**src/rtl/twos_comp_deserializer.sv**
```systemverilog
// Serial two's-complement receiver: undoes the complement LSB-first,
// assembles a WIDTH-bit word and hands it out over valid/ready.
module twos_comp_deserializer #(
   parameter int WIDTH = 4,
   parameter int CNT_W = 3
) (
   input  logic             t_clock,
   input  logic             r,
   input  logic             x,
   input  logic             x_valid,
   input  logic             x_start,
   output logic [WIDTH-1:0] word_out,
   output logic             word_valid,
   input  logic             word_ready,
   output logic             busy,
   output logic             frame_err,
   output logic             overrun
);

   typedef enum logic {
      IDLE,
      SHIFT
   } state_t;

   state_t           state;
   logic [CNT_W-1:0] count;
   logic             seen_one;
   logic [WIDTH-1:0] shreg;

   logic             d;
   logic             take;
   logic             last;
   logic [WIDTH-1:0] word_new;

   // Bits up to and including the first 1 pass through; later bits invert.
   assign d        = seen_one ? ~x : x;
   assign take     = (state == SHIFT) && x_valid && !x_start;
   assign last     = take && (count == CNT_W'(WIDTH - 1));
   assign word_new = {d, shreg[WIDTH-1:1]};

   always_ff @(posedge t_clock or negedge r) begin
      if (!r) begin
         state      <= IDLE;
         count      <= '0;
         seen_one   <= 1'b0;
         shreg      <= '0;
         word_out   <= '0;
         word_valid <= 1'b0;
         busy       <= 1'b0;
         frame_err  <= 1'b0;
         overrun    <= 1'b0;
      end else begin
         frame_err <= 1'b0;
         overrun   <= 1'b0;

         unique case (state)
            IDLE: begin
               if (x_valid && x_start) begin
                  shreg    <= {x, {(WIDTH-1){1'b0}}};
                  seen_one <= x;
                  count    <= CNT_W'(1);
                  state    <= SHIFT;
                  busy     <= 1'b1;
               end
            end
            SHIFT: begin
               if (x_valid && x_start) begin
                  frame_err <= 1'b1;
                  shreg     <= {x, {(WIDTH-1){1'b0}}};
                  seen_one  <= x;
                  count     <= CNT_W'(1);
               end else if (x_valid) begin
                  shreg    <= word_new;
                  seen_one <= seen_one | x;
                  count    <= count + CNT_W'(1);
                  if (last) begin
                     state <= IDLE;
                     busy  <= 1'b0;
                     count <= '0;
                  end
               end
            end
            default: begin
               state <= IDLE;
               busy  <= 1'b0;
            end
         endcase

         // A full, unread output slot wins over a newly completed frame.
         if (last) begin
            if (word_valid && !word_ready) begin
               overrun <= 1'b1;
            end else begin
               word_out   <= word_new;
               word_valid <= 1'b1;
            end
         end else if (word_valid && word_ready) begin
            word_valid <= 1'b0;
         end
      end
   end

endmodule

```
**config.mk**
```make
export PLATFORM = sky130hd
export DESIGN_NAME = twos_comp_deserializer
export DESIGN_NICKNAME = d
export VERILOG_FILES = /design/src/rtl/twos_comp_deserializer.sv
export SDC_FILE = /design/constraint.sdc
export NUM_CORES = 1
export LEC_CHECK = 0
export CAP_MARGIN = 20
export CORE_MARGIN = 2
export CORE_UTILIZATION = 49
export CTS_CLUSTER_SIZE = 40
export DETAILED_ROUTE_END_ITERATION = 10
export PLACE_DENSITY = 0.78
export SYNTH_ARGS = -nofsm -noshare
export SYNTH_HDL_FRONTEND = slang
export SYNTH_SLANG_ARGS = --single-unit
```
**constraint.sdc**
```tcl
create_clock -name t_clock -period 1.56 [get_ports t_clock]
set_input_delay 0.468 -clock t_clock [delete_from_list [all_inputs] [get_ports t_clock]]
set_output_delay 0.468 -clock t_clock [all_outputs]
set_load 0.02 [all_outputs]
```
==> results by group, run 1 <==
Status
  – Result of the run: completed

Clocking
  – Quantity of hold-fixing buffers added after cts: 0
  – H-tree depth reported by CTS: 1
  – Clock tree root driver cell: sky130_fd_sc_hd__clkbuf_4
  – Maximum number of buffers from clock root to sink: 2
  – CTS tree: yes
  – Worst-Skew Late Latency: 0.28 ns
  – Number of buffers created by CTS: 3
  – Clk sink count: 16
  – Setup bufs post-CTS: 0
  – Clock edge transition at the registers on the reported setup and hold paths: 0.09 ns

Setup path
  – Start-to-end type of the worst setup path: in2reg
  – Critical Path AT: 1.66 ns
  – Highest cell delay on the worst timing path: 0.45 ns
  – Crit end category: flop
  – Cell type group with the largest total delay on the critical path: buffers and inverters
  – Worst Path Buf+Inv: 2
  – Critical path launch point type: primary input
  – Maximum fanout along the worst path: 4
  – Crit path max-delay cell type: sky130_fd_sc_hd__clkdlybuf4s50_1
  – Critical path required time: 1.73 ns
  – Critical-path cell list: clkdlybuf4s50_1 > nand2b_1 > nor3b_4 > buf_6 > mux2_4

Placed design
  – Final weighted congestion of routability-driven global placement: 0.7455
  – Number of cells in the design after placement: 96
  – Post-Place Cell Area: 959.7 um2
  – Post-place setup slack: -0.4742 ns
  – HPWL after detailed placement: 953.4 um
  – Number of port buffers: 13

Yosys
  – Proportion of synthesized flip-flops having asynchronous set or reset: 100.0%
  – Area fraction of the dominant cell type after synthesis: 53.60%
  – Largest family of logic cells by synthesized area: simple AND/OR/NAND/NOR gates
  – Number of synthesized register bits: 16
  – Number of enable flip-flop cells after synthesis: 0
  – Synth warnings: 0
  – Post-Syn Instances: 59
  – Synthesized-area fraction occupied by xor and xnor cells: 0%
  – Proportion of synthesized chip area in sequential cells: 53.60%
  – Synth unique cells: 24
  – Most used standard cells in the synthesized netlist: sky130_fd_sc_hd__dfrtp_1 (16), sky130_fd_sc_hd__inv_1 (6), sky130_fd_sc_hd__ha_1 (4), sky130_fd_sc_hd__mux2_4 (4), sky130_fd_sc_hd__o21ai_0 (4)
  – Most repeated cell in the gate-level netlist after synthesis: sky130_fd_sc_hd__dfrtp_1
  – Share of synthesized cell area in full adder, half adder and majority cells: 6.700%
  – Synthesized area divided by synthesized cell count: 12.66 um2
  – Leading register cell type out of synthesis: sky130_fd_sc_hd__dfrtp_1
  – Syn Nets: 69
  – Multiplexer fraction of the synthesized cell area: 8.040%
  – Cell types occupying the most area after synthesis: sky130_fd_sc_hd__dfrtp_1 (54%), sky130_fd_sc_hd__mux2_4 (8.0%), sky130_fd_sc_hd__ha_1 (6.7%)
  – Syn Std Cell Area: 747.0 um2
  – Basic-gate share of the synthesized area counting and, or, nand and nor cells: 15.08%
  – Cell accounting for the most synthesized area: sky130_fd_sc_hd__dfrtp_1
  – Compound-gate portion of the synthesized area: 12.90%

Final layout
  – Layout net count: 95
  – Total inserted antenna cells: 0
  – Fraction of layout instances using a drive strength above 1: 27.38%
  – Count of non-filler cells in the finished layout: 100
  – Finished layout cell area: 992.2 um2
  – Synth-to-Final Area Change: 32.83%

STA
  – Unrepaired setup endpoints after global routing: false
  – Worst relative slew slack: 83.67%
  – Minimum clock period after layout: 1.488 ns
  – Max Clk Rate: 672.2 MHz
  – Final worst setup slack: 0.07239 ns
  – Period utilization: 95.36%
  – Final-layout worst hold slack: 0.4936 ns
  – Layout Skew: 0.003214 ns
  – Total setup violations reported at the end of the flow: 0
  – Final hold violation count: 0
  – Worst Max-Slew Pin Slew: 0.2424 ns
  – Number of max-slew violations in the final report: 0

Routing
  – Pre-antenna DRT Iters: 2
  – Drt drc: 0
  – Antenna-violating nets left: 0
  – Initial drt markers: 1
  – Via count: 516
  – Average wire per standard cell: 12.07 um
  – Total wire length after detailed routing: 1207 um
  – Via density per instance: 5.160

GRT
  – Overall global routing resource usage: 15.70%
  – Wire length of the first global-routing pass: 2145 um
  – Pin count of the biggest net entering global routing: 17
  – Global route total overflow: 0
  – Initial antenna violation count: 0
  – Number of global-route vias before repair: 509

Floorplan
  – Starting density of the core: 50.77%
  – Core footprint: 1471 um2
  – DIE AREA: 1853 um2
  – DIE HEIGHT: 43.05 um
  – Die width: 43.05 um
  – Count of pins on the block boundary: 14
  – Row count: 14

Power
  – Total power density per cell area: 1472 nW/um2
  – Static leakage: 0.5103 nW
  – Switching pwr: 0.0004828 W
  – Combinational Power Share: 39.1%
  – Switching Fraction: 33.06%
  – VDD IR-drop max: 0.7247 mV
  – Clock network power share: 18.1%
  – Reg power frac: 42.8%
  – Internal portion of total power: 0.0009774 W

Run
  – Max-cap check violation count: 0

Min path
  – Path class of the lowest-slack min-delay path: in2async
## flip-flops by register name (all words and copies together) (netlist names)
name        flops
state           1
count           3
busy            1
overrun         1
frame_err       1
shreg           3
seen_one        1
word_valid      1
word_out        4
## kinds of logic (layout without fill, tap and decap cells)
kind of cell / count (synthesis) / in the layout
buffers and inverters: 7 / 32
flip-flops: 16 / 16
multiplexers: 4 / 4
adder cells (fa/ha/maj): 4 / 4
AND/OR/NAND/NOR: 14 / 14
AO/OA/AOI/OAI: 14 / 14
## layout make-up
class	instances	area (um2)
inverters	6	22.52
flip-flops and latches	16	400.4
fillers	126	479.2
multi-input cells	36	324.1
well taps	16	20.02
clock buffers	4	36.28
repair buffers	22	188.9
## what timing repair did
action / in CTS / in global routing
gates resized for setup: 12 / 1
pin swaps: 1 / 0
setup endpoints to repair: 20 / 2
## cells in the final DEF, fill, tap and decap left out, types with 2 or more instances in the layout
cell	synthesis	layout
sky130_fd_sc_hd__dlygate4sd2_1	0	10
sky130_fd_sc_hd__inv_1	6	6
sky130_fd_sc_hd__buf_4	0	8
sky130_fd_sc_hd__ha_1	4	3
sky130_fd_sc_hd__nor2_1	2	2
sky130_fd_sc_hd__dfrtp_1	16	16
sky130_fd_sc_hd__o21ai_0	4	4
sky130_fd_sc_hd__nand2b_1	2	2
sky130_fd_sc_hd__mux2_4	4	4
sky130_fd_sc_hd__a22o_1	2	2
sky130_fd_sc_hd__clkdlybuf4s50_1	0	3
sky130_fd_sc_hd__clkbuf_4	0	3
sky130_fd_sc_hd__a21oi_1	2	2
sky130_fd_sc_hd__nand2_1	3	3
## worst paths after layout
| kind | start | end | slack [ns] | cells past startpoint |
|---|---|---|---|---|
| setup / recovery | word_ready | word_out[1]$_DFFE_PN0P_ | 0.07 | 5 |
| hold / removal | r | word_out[3]$_DFFE_PN0P_ | 0.49 | 2 |
| setup reg to reg | state$_DFF_PN0_ | count[1]$_DFFE_PN0P_ | 0.14 | 4 |
| hold reg to reg | count[2]$_DFFE_PN0P_ | count[2]$_DFFE_PN0P_ | 0.50 | 1 |
| max in group asynchronous | r | count[0]$_DFFE_PN0P_ | 0.89 | 2 |
| min in group t_clock | count[2]$_DFFE_PN0P_ | count[2]$_DFFE_PN0P_ | 0.50 | 1 |
## worst register-to-register path, stage by stage, from the launching register on
cell                       delay, ns
sky130_fd_sc_hd__dfrtp_1        0.45
sky130_fd_sc_hd__inv_1          0.12
sky130_fd_sc_hd__ha_2           0.21
sky130_fd_sc_hd__and4bb_2       0.28
sky130_fd_sc_hd__a32o_1         0.26
## power groups by stage
stage	Combinational [W]	Sequential (W)	Clock, W
final	0.000570	0.000625	0.000265
after floorplan	0.000298	0.000693	0
after global placement	0.000591	0.000633	0
after global routing	0.000627	0.000642	0.000291
after detailed placement	0.000600	0.000639	0
after CTS	0.000577	0.000630	0.000279
## layer usage
layer	part of all wire [%]	track usage (%)
met1	44	20.22
met2	50	25.45
met3	4.9	2.979
met4	1.3	7.273
met5	0	0
## stage by stage
step                      TNS, ns  utilization (%)  power [W]
final                           0            67.43   0.001460
after CTS                       0            67.18   0.001486
after global routing            0            67.43   0.001560
after global placement     -4.356            65.22   0.001224
after floorplan                 0                -  0.0009910
after detailed placement   -4.874            65.22   0.001239
Note: power is estimated with default switching activity, not from simulation.
==> run 2, diff against run 1 <==
--- a/config.mk
+++ b/config.mk
@@ -6,11 +6,11 @@
 export NUM_CORES = 1
 export LEC_CHECK = 0
 export CAP_MARGIN = 20
+export CORE_ASPECT_RATIO = 1.25
 export CORE_MARGIN = 2
-export CORE_UTILIZATION = 49
-export CTS_CLUSTER_SIZE = 40
+export CORE_UTILIZATION = 44
 export DETAILED_ROUTE_END_ITERATION = 10
-export PLACE_DENSITY = 0.78
+export PLACE_DENSITY = 0.74
 export SYNTH_ARGS = -nofsm -noshare
 export SYNTH_HDL_FRONTEND = slang
 export SYNTH_SLANG_ARGS = --single-unit
==> constraint.sdc (replaced) <==
create_clock -name t_clock -period 1.3 [get_ports t_clock]
set_input_delay 0.39 -clock t_clock [delete_from_list [all_inputs] [get_ports t_clock]]
set_output_delay 0.39 -clock t_clock [all_outputs]
set_load 0.02 [all_outputs]
==> run 2 against run 1 <==
  * The run now ends with setup timing left
  * Count of clock-buffer cells in the layout stayed put
  * Flip-flop and latch count stayed put
  * Via count is 8.7% higher
  * Sequential share of layout area is 3.7 points lower
  * Critical path depth stayed put
  * Non-clock buffer count is 10 higher
  * Cell area is 10% higher
  * Die area is 10% higher
  * Sequential power is 24% higher
  * Cell count is 12% higher
  * Critical endpoint is now word_out[2]$_DFFE_PN0P_
  * Largest cell class unchanged
==> results by group, run 2 (synthesis gave the netlist of run 1 again) <==
Clocking
  – Number of buffers created by CTS: 3 (unchanged)
  – Maximum number of buffers from clock root to sink: 2 (unchanged)
  – Clock edge transition at the registers on the reported setup and hold paths: 0.09 ns (about the same)
  – H-tree depth reported by CTS: 1 (unchanged)
  – Clk sink count: 16 (unchanged)
  – Clock tree root driver cell: sky130_fd_sc_hd__clkbuf_4
  – CTS tree: yes
  – Quantity of hold-fixing buffers added after cts: 0 (unchanged)
  – Worst-Skew Late Latency: 0.29 ns (about the same)

Floorplan
  – Count of pins on the block boundary: 14 (unchanged)
  – DIE AREA: 2045 um2 (+10%)
  – DIE HEIGHT: 50.07 um (+16%)
  – Row count: 16 (+2)
  – Die width: 40.85 um (-5.1%)
  – Starting density of the core: 47.23% (-3.5 points)
  – Core footprint: 1582 um2 (+7.5%)

Routing
  – Drt drc: 0 (unchanged)
  – Average wire per standard cell: 13.71 um (+14%)
  – Total wire length after detailed routing: 1536 um (+27%)
  – Pre-antenna DRT Iters: 4 (+2)
  – Via count: 561 (+8.7%)
  – Via density per instance: 5.009 (-2.9%)
  – Initial drt markers: 4 (+3)
  – Antenna-violating nets left: 0 (unchanged)

GRT
  – Routing usage on met2: 31.51% (+6.1 points)
  – Overall global routing resource usage: 18.06% (+2.4 points)
  – Global route total overflow: 0 (unchanged)
  – Number of global-route vias before repair: 605 (+19%)
  – Wire length of the first global-routing pass: 2442 um (+14%)
  – Pin count of the biggest net entering global routing: 17 (unchanged)
  – Met3 Usage GRT: 2.703% (-0.28 points)
  – Initial antenna violation count: 0 (unchanged)
  – GRT Max-Usage Layer: met2
  – Met1 Track Usage GR: 19.53% (-0.69 points)

Final layout
  – End-of-flow core utilization: 69.22% (+1.8 points)
  – Fraction of layout instances using a drive strength above 1: 51.06% (+24 points)
  – Most frequent cells in the layout: sky130_fd_sc_hd__buf_4 (18), sky130_fd_sc_hd__dfrtp_1 (15), sky130_fd_sc_hd__buf_2 (8), sky130_fd_sc_hd__inv_1 (5), sky130_fd_sc_hd__mux2_4 (4)
  – Biggest registers after layout: word_out (4), count (3), shreg (3)
  – Fillers: 125 (-0.79%)
  – Layout net count: 105 (+11%)
  – Reg with most FFs: word_out
  – Largest register FFs: 4 (unchanged)
  – Total inserted antenna cells: 0 (unchanged)
  – Synth-to-Final Area Change: 46.57%
  – Count of non-filler cells in the finished layout: 112 (+12%)
  – Most common library cell in the layout ignoring fill and taps: sky130_fd_sc_hd__buf_4

STA
  – Final worst setup slack: -0.05050 ns (-0.1229 ns)
  – Worst relative slew slack: 86.56% (+2.9 points)
  – Setup TNS: -0.1753 ns (-0.1753 ns)
  – Number of max-slew violations in the final report: 0 (unchanged)
  – Final hold violation count: 0 (unchanged)
  – Unrepaired setup endpoints after global routing: true
  – Minimum clock period after layout: 1.350 ns
  – Max Clk Rate: 740.5 MHz
  – Worst Max-Slew Pin Slew: 0.2013 ns (-0.04118 ns)
  – Period utilization: 103.9%
  – Total setup violations reported at the end of the flow: 4 (+4)
  – Layout Skew: 0.01228 ns (+0.009064 ns)

Setup path
  – Critical Path AT: 1.52 ns (-0.14 ns)
  – Crit path max-delay cell type: sky130_fd_sc_hd__dfrtp_1
  – Critical path launch point type: flop
  – Critical path required time: 1.47 ns (-0.26 ns)
  – Cell type group with the largest total delay on the critical path: flip-flops
  – Maximum fanout along the worst path: 4 (unchanged)
  – Worst Path Buf+Inv: 1 (-1)
  – Highest cell delay on the worst timing path: 0.40 ns (-0.05 ns)
  – Critical-path cell list: ha_4 > nand2b_4 > nor3b_4 > buf_6 > mux2_4
  – Crit end category: flop
  – Start-to-end type of the worst setup path: reg2reg

Placed design
  – Final weighted congestion of routability-driven global placement: 0.7649 (+2.6%)
  – Number of port buffers: 13 (unchanged)
  – Post-place setup slack: -0.6113 ns (-0.1371 ns)
  – Number of cells in the design after placement: 103 (+7.3%)
  – HPWL after detailed placement: 1163 um (+22%)

Status
  – Result of the run: complete, but fails checks
  – Failing checks: setup timing

Power
  – Total power density per cell area: 1809 nW/um2 (+23%)
  – VDD IR-drop max: 1.006 mV (+39%)
  – Static leakage: 0.5483 nW (+7.4%)

Min path
  – Path class of the lowest-slack min-delay path: in2async

Run
  – Max-cap check violation count: 0 (unchanged)
==> run 2: cell count changes in the layout (fill, tap and decap cells not counted), moves of 3 or more <==
| cell | change |
|---|---|
| sky130_fd_sc_hd__buf_4 | +10 |
| sky130_fd_sc_hd__o21ai_1 | +3 |
| sky130_fd_sc_hd__buf_2 | +8 |
| sky130_fd_sc_hd__o21ai_0 | -3 |
| sky130_fd_sc_hd__dlygate4sd2_1 | -8 |
==> run 2: area by class of cell <==
cell class	instances	area, um2	share of cell area [%]
multi-input cells	36	387.9	35.43
clock buffers	4	26.28	2.400
inverters	6	22.52	2.057
well taps	18	22.52	2.057
repair buffers	32	234.0	21.37
flip-flops and latches	16	401.6	36.69
==> run 2: worst paths after layout <==
path	from	end	slack, ns	cells past startpoint
max	count[1]$_DFFE_PN0P_	word_out[2]$_DFFE_PN0P_	-0.05	5
min in group t_clock	word_out[1]$_DFFE_PN0P_	word_out[1]$_DFFE_PN0P_	0.52	1
max reg2reg	count[1]$_DFFE_PN0P_	word_out[2]$_DFFE_PN0P_	-0.05	5
min	r	word_out[3]$_DFFE_PN0P_	0.40	2
max in group asynchronous	r	state$_DFF_PN0_	0.71	2
min reg2reg	word_out[1]$_DFFE_PN0P_	word_out[1]$_DFFE_PN0P_	0.52	1
==> run 2: timing repair <==
| action | CTS | global route |
|---|---|---|
| setup endpoints to repair | 23 | 13 |
| pin swaps | 4 | 4 |
| buffers inserted | 5 | 0 |
| resized for setup | 40 | 6 |
==> run 2: metrics by stage <==
stage / total power (W) / instance area, um2 / hold slack (ns)
after floorplan: 0.001245 / 779.5 / 0.09441
after CTS: 0.001950 / 1080 / 0.4113
after global routing: 0.002123 / 1095 / 0.4243
after detailed placement: 0.001631 / 1026 / 0.4932
after global placement: 0.001587 / 1026 / 0.4790
final: 0.001980 / 1095 / 0.4014
==> run 2: power breakdown <==
part           switching (W)  internal [W]  total, W  leakage [nW]
clock               0.000149      0.000119  0.000268        0.0150
combinational       0.000413      0.000522  0.000934         0.332
sequential          0.000124      0.000654  0.000778         0.201
==> run 2: metal layers <==
metal / vias to the layer above / share of wire, %
met5: - / 0
met4: 0 / 2.7
met3: 5 / 4.0
met2: 15 / 54
met1: 264 / 39
li1: 277 / -
